==> src/rtl/led_pwm_if.sv <==
// rtl/led_pwm_if.sv - io_port input and PWM output bundle of led_pwm
//
// Signals:
//   io_port[7:0]  colour enables [2:0] (b2 blue, b1 green, b0 red), [3] instant mode, [7:4] ignored
//   r, g, b       active-high PWM drives to the led
//   period_start  one-clock pulse on each PWM period boundary
// Modports:
//   master  computer side: drives io_port, observes the outputs
//   slave   led_pwm side: reads io_port, drives the outputs
interface led_pwm_if;
  logic [7:0] io_port;
  logic       r;
  logic       g;
  logic       b;
  logic       period_start;

  modport master (output io_port, input r, g, b, period_start);
  modport slave  (input io_port, output r, g, b, period_start);
endinterface

==> src/rtl/led_pwm.sv <==
// rtl/led_pwm.sv - three-channel fading LED PWM driven by io_port colour bits
//
// Ports:
//   clk      dot clock from the pll
//   reset_n  synchronous active-low reset
//   bus      led_pwm_if.slave: io_port in; r, g, b, period_start out
// Parameters:
//   CLK_DIV    clocks per PWM count (1..65535)
//   FADE_STEP  level change per PWM period while fading (1..255)
//   MAX_LEVEL  full-on level cap (1..255)
// Optional feature macro LED_PWM_GAMMA_EN:
//   defined   duty = (level*(level+1))>>8, computed combinationally (no added latency)
//   undefined duty = level
module led_pwm #(
  parameter int CLK_DIV   = 10,
  parameter int FADE_STEP = 8,
  parameter int MAX_LEVEL = 255
) (
  input  logic     clk,
  input  logic     reset_n,
  led_pwm_if.slave bus
);

  localparam logic [15:0] DIV_LAST = 16'(CLK_DIV - 1);
  localparam logic [8:0]  STEP9    = 9'(FADE_STEP);
  localparam logic [7:0]  STEP8    = 8'(FADE_STEP);
  localparam logic [8:0]  MAX9     = 9'(MAX_LEVEL);
  localparam logic [7:0]  MAX8     = 8'(MAX_LEVEL);

  logic [15:0]      presc_q, presc_d;
  logic [7:0]       pwm_cnt_q, pwm_cnt_d;
  logic [2:0][7:0]  level_q, level_d;
  logic [2:0]       target_q, target_d;
  logic [2:0]       rgb_q, rgb_d;
  logic             period_start_q, period_start_d;

  logic             tick;
  logic             boundary;
  logic [8:0]       up_sum;
  logic [2:0][7:0]  duty;

`ifdef LED_PWM_GAMMA_EN
  // level*(level+1) peaks at 255*256 = 65280, so 16 bits never overflow
  // and the top byte maps 255 back to 255 for a constant-high channel.
  logic [2:0][15:0] gamma_prod;

  always_comb begin
    gamma_prod = '0;
    duty       = '0;
    for (int i = 0; i < 3; i++) begin
      gamma_prod[i] = {8'd0, level_q[i]} * ({8'd0, level_q[i]} + 16'd1);
      duty[i]       = gamma_prod[i][15:8];
    end
  end
`else
  assign duty = level_q;
`endif

  always_comb begin
    tick           = (presc_q == DIV_LAST);
    boundary       = tick && (pwm_cnt_q == 8'd254);
    presc_d        = tick ? 16'd0 : presc_q + 16'd1;
    pwm_cnt_d      = pwm_cnt_q;
    period_start_d = boundary;
    target_d       = target_q;
    level_d        = level_q;
    rgb_d          = '0;
    up_sum         = '0;

    if (boundary) begin
      pwm_cnt_d = 8'd0;
      target_d  = bus.io_port[2:0];
    end else if (tick) begin
      pwm_cnt_d = pwm_cnt_q + 8'd1;
    end

    for (int i = 0; i < 3; i++) begin
      // 9-bit sum so a fade-up near the top saturates instead of wrapping.
      up_sum = {1'b0, level_q[i]} + STEP9;
      if (boundary) begin
        if (bus.io_port[3]) begin
          level_d[i] = bus.io_port[i] ? MAX8 : 8'd0;
        end else if (bus.io_port[i]) begin
          level_d[i] = (up_sum > MAX9) ? MAX8 : up_sum[7:0];
        end else begin
          level_d[i] = (level_q[i] < STEP8) ? 8'd0 : level_q[i] - STEP8;
        end
      end
      // pwm_cnt never reaches 255, so duty 255 holds the output high.
      rgb_d[i] = (pwm_cnt_q < duty[i]);
    end
  end

  always_ff @(posedge clk) begin
    if (!reset_n) begin
      presc_q        <= '0;
      pwm_cnt_q      <= '0;
      level_q        <= '0;
      target_q       <= '0;
      rgb_q          <= '0;
      period_start_q <= 1'b0;
    end else begin
      presc_q        <= presc_d;
      pwm_cnt_q      <= pwm_cnt_d;
      level_q        <= level_d;
      target_q       <= target_d;
      rgb_q          <= rgb_d;
      period_start_q <= period_start_d;
    end
  end

  // The latched targets and the upper io_port nibble have no consumer.
  logic unused_bits;
  assign unused_bits = ^{bus.io_port[7:4], target_q};

  assign bus.r            = rgb_q[0];
  assign bus.g            = rgb_q[1];
  assign bus.b            = rgb_q[2];
  assign bus.period_start = period_start_q;

endmodule

==> src/flat_wrapper.sv <==
// flat-port wrapper written by rule: the top's interface ports become plain ports
module led_pwm_flat 
#(
  parameter int CLK_DIV   = 10,
  parameter int FADE_STEP = 8,
  parameter int MAX_LEVEL = 255
)
  (clk, reset_n, bus_io_port, bus_r, bus_g, bus_b, bus_period_start);
  led_pwm_if bus_i ();
  input  logic clk;
  input  logic reset_n;
  input wire logic [$bits(bus_i.io_port)-1:0] bus_io_port;
  output wire logic [$bits(bus_i.r)-1:0] bus_r;
  output wire logic [$bits(bus_i.g)-1:0] bus_g;
  output wire logic [$bits(bus_i.b)-1:0] bus_b;
  output wire logic [$bits(bus_i.period_start)-1:0] bus_period_start;
  assign bus_i.io_port = bus_io_port;
  assign bus_r = bus_i.r;
  assign bus_g = bus_i.g;
  assign bus_b = bus_i.b;
  assign bus_period_start = bus_i.period_start;
  led_pwm #(.CLK_DIV(CLK_DIV), .FADE_STEP(FADE_STEP), .MAX_LEVEL(MAX_LEVEL)) u_core (.clk(clk), .reset_n(reset_n), .bus(bus_i));
endmodule
==> config.mk <==
export PLATFORM = sky130hd
export DESIGN_NAME = led_pwm_flat
export DESIGN_NICKNAME = d
export VERILOG_FILES = /design/src/rtl/led_pwm_if.sv /design/src/rtl/led_pwm.sv /design/src/flat_wrapper.sv
export SDC_FILE = /design/constraint.sdc
export NUM_CORES = 1
export LEC_CHECK = 0
export BUFFER_PORTS_ARGS = -buffer_cell sky130_fd_sc_hd__buf_2
export CAP_MARGIN = 20
export CORE_MARGIN = 3
export CORE_UTILIZATION = 50
export CTS_CLUSTER_SIZE = 20
export DETAILED_ROUTE_END_ITERATION = 7
export GPL_ROUTABILITY_DRIVEN = 0
export PLACE_DENSITY = 0.72
export SYNTH_ARGS = -nofsm -noshare
export SYNTH_HDL_FRONTEND = slang
export SYNTH_SLANG_ARGS = --single-unit
==> constraint.sdc <==
create_clock -name clk -period 2.35 [get_ports clk]
set_input_delay 0 -clock clk [delete_from_list [all_inputs] [get_ports clk]]
set_output_delay 0 -clock clk [all_outputs]
set_load 0.01 [all_outputs]
==> results_dict.tcl <==
set metrics [dict create \
    core_area_mm2 0.006386 \
    drv.max_cap_violation_count 0 \
    grt_start_max_net_pins 25 \
    cts_post_setup_buffers_inserted 0 \
    area_growth_pct 9.088 \
    floorplan.initialDensity_pct 52.17 \
    crit_type "flop to flop" \
    die-height_um 87.63 \
    report.final.hold_viol_count 0 \
    clock_tree_from_tritoncts "yes" \
    worstReg2RegEnd "u_core.duty[17]" \
    setup_total_negative_slack_ns 0 \
    antenna_found_initial 0 \
    start_kind "flop" \
    rsz_0062_raised_after_global_routing "false" \
    drt_wl_total_mm 7.664 \
    async_flop_share_pct 0 \
    numCtsBuffers 5 \
    num_io_pins 14 \
    fp.dieArea_mm2 0.007679 \
    first_global_vias 2801 \
    rows 29 \
    critical_path.max_fanout 8 \
    antenna-diode-count 0 \
    drive_above_1_share_pct 12.86 \
    hpwl_after_detailed_placement_mm 5.568 \
    timing.reg2reg.setup_slack_ns 0.18 \
    global_route_wire_length_before_repair_mm 13.17 \
    detailroute.via_count 3023 \
    min-delay-start "bus_io_port[0]" \
    firstDrtPassIters 5 \
    drt_first_iter_violations 159 \
    detail_route.vias_per_cell 6.182 \
    synthesis.yosys.warnings 0 \
    route.detailed.drc 0 \
    placed_cells 481 \
    worstPathArrival_ns 2.39 \
    finalNonFillerCells 489 \
    global_route.usage.total_pct 21.27 \
    hold_path_depth 3 \
    setup_viol 0 \
    clock_tree.buffer_depth 2 \
    clock_latency_late_sink_ns 0.31 \
    postSynthCellCount 396 \
    overflow 0 \
    critical_path.endpoint_type "flop" \
    max_slew.worst_pin.slew_ns 0.5886 \
    drtAntennaViolNets 0 \
    outcome "complete, no violations" \
    numClockSinks 46 \
    htree_levels 2 \
    ir_worst_vdd_mv 0.2994 \
    clk_pin_slew_worst_paths_ns 0.10 \
    routedWlPerCell_um 15.67 \
    power.static_leakage_nw 1.328 \
    rr_worst_depth 6 \
    yosys_register_bits 46 \
    power-per-cell-area_mw_per_mm2 408.7 \
    finalCritPeriodShare_pct 92.55 \
    synth-edff-count 0 \
    nets 455 \
    worst_hold_endpoint "u_core.duty[1]" \
    syn-cell-area_mm2 0.003332 \
    hp-class "primary input to flop" \
    dieWidth_um 87.63 \
    synth_top_flop_cell "dfxtp_1" \
    synth.distinct_cells 63 \
    final_max_slew_viol_count 0 \
    final.min_clock_period_ns 2.175 \
    rr_startpoint "u_core.duty[19]" \
    crit_required_ns 2.57 \
    timing.clock.skew_ns 0.01601 \
    post_synth.cell_area_avg_um2 8.414 \
    placement.io_buffers 9 \
    synth-seq-area-share_pct 27.64 \
    synth_nets 440 \
    cts.root.buffer_cell "clkbuf_8" \
    slew-limit-headroom_pct 60.21 \
    maxClockFrequency_mhz 459.8 \
]
[report_power, final]
group	leakage, nW	total [mW]	switching, mW	internal (mW)
Combinational	0.899	0.0848	0.0545	0.0303
Clock	0.0585	0.612	0.293	0.319
Sequential	0.371	0.788	0.00490	0.783
Total	1.33	1.49	0.352	1.13
[logic make-up (layout without fill, tap and decap cells)]
kind of cell	Yosys count	in the layout	share of synthesized area, %
adder cells (fa/ha/maj)	34	34	12.77
AO/OA/AOI/OAI	106	106	22.68
AND/OR/NAND/NOR	143	143	24.67
buffers and inverters	42	58	5.520
multiplexers	3	3	0.9388
XOR/XNOR	22	22	5.783
flip-flops	46	46	27.64
[state kept, by name, indices dropped and copies added, names as in the netlist]
signal	count
u_core.bus.period_start	1
u_core.duty	18
u_core.presc_q	16
u_core.pwm_cnt_q	8
u_core.rgb_q	3
[through the flow]
step | total power, mW | instance area [um^2] | util, % | setup slack, ns | hold slack, ns
after floorplan | 0.8656 | 3332 | - | 0.3368 | 0.1635
after global placement | 0.8881 | 3507 | 54.92 | 0.1846 | 0.3953
after detailed placement | 0.8904 | 3507 | 54.92 | 0.1481 | 0.3920
after CTS | 1.495 | 3620 | 56.68 | 0.1170 | 0.06104
after global routing | 1.541 | 3635 | 56.92 | 0.01769 | 0.1158
final | 1.485 | 3635 | 56.92 | 0.1751 | 0.07169
[area by class of cell]
| type | count | area [um^2] |
|---|---|---|
| clock inverter | 3 | 43.79 |
| tap | 77 | 96.34 |
| clock buffer | 5 | 68.82 |
| multi-input combinational | 308 | 2242 |
| sequential | 46 | 920.9 |
| inverter | 24 | 90.09 |
| timing repair buffer | 26 | 172.7 |
| fill | 593 | 2751 |
[layer usage]
layer	global-route usage (%)	up-vias	part of all wire, %	wire length [um]
li1	-	1505	-	-
met1	30.23	1431	49	3720
met2	33.70	80	45	3471
met3	3.387	7	5.2	396
met4	5.160	0	0.99	76
met5	0	-	0	0
[repair_timing]
action / 4_1_cts / 5_1_grt
setup endpoints to repair: 0 / 4
hold buffers: 0 / 0
gates resized for setup: 0 / 3
[synthesized netlist by cell type (2+ instances only)]
cell type  number  area, um^2
a21o_1          8       60.06
and3_1          9       56.30
o31ai_1         5       37.54
clkbuf_1       12       45.04
o21ai_0        16       80.08
o221ai_1        2       17.52
dfxtp_1        46       920.9
a2111oi_0       3       26.28
nand2_1        20       75.07
inv_1          23       86.33
a211oi_1       10       75.07
nor2b_1         6       37.54
or3_1           7       43.79
a31oi_1         8       50.05
buf_6           3       33.78
nor3_1         12       60.06
xnor2_1        13       113.9
o211ai_1        2       15.01
nand4_1         6       37.54
nor4_1          5       31.28
a211o_1         5       43.79
or4_1           2       15.01
a221o_1         2       20.02
xor2_1          9       78.83
o31a_1          2       17.52
a21oi_1        25       125.1
buf_2           3       15.01
nand2b_1        4       25.02
nor4b_1         2       17.52
nand3_1        19       95.09
nor2_1         35       131.4
mux2i_1         2       20.02
ha_1           34       425.4
nor4b_4         2       47.55
o2111ai_1       2       17.52
or4b_2          2       20.02
o22ai_1         4       25.02
[cell usage in the layout, fill, tap and decap left out, drive strengths merged, types with 5 or more instances in the layout]
cell type | synthesis | layout
a2111oi | 5 | 5
a211o | 5 | 5
a211oi | 11 | 11
a21o | 8 | 8
a21oi | 25 | 25
a31oi | 8 | 8
and3 | 9 | 9
buf | 6 | 26
clkbuf | 12 | 5
dfxtp | 46 | 46
ha | 34 | 34
inv | 23 | 24
nand2 | 20 | 20
nand3 | 20 | 20
nand4 | 7 | 7
nor2 | 35 | 35
nor2b | 6 | 6
nor3 | 13 | 13
nor4 | 6 | 6
nor4b | 5 | 5
o21ai | 16 | 16
o31ai | 6 | 6
or3 | 7 | 7
xnor2 | 13 | 13
xor2 | 9 | 9
[worst max-delay path: stages (launching register included)]
cell	delay, ns
dfxtp_1	0.49
inv_1	0.10
ha_1	0.35
a211o_1	0.31
a211oi_2	0.48
nor4_1	0.10
a211oi_1	0.26
[worst max-delay path by stage]
stage | startpoint | end
global placement | u_core.presc_q[0] | u_core.duty[22]
global route | u_core.duty[19] | u_core.duty[17]
detailed placement | u_core.presc_q[0] | u_core.duty[22]
finish | u_core.duty[19] | u_core.duty[17]
floorplan | u_core.duty[20] | u_core.duty[20]
CTS | u_core.presc_q[0] | u_core.duty[22]
Note: power is estimated with default switching activity, not from simulation.
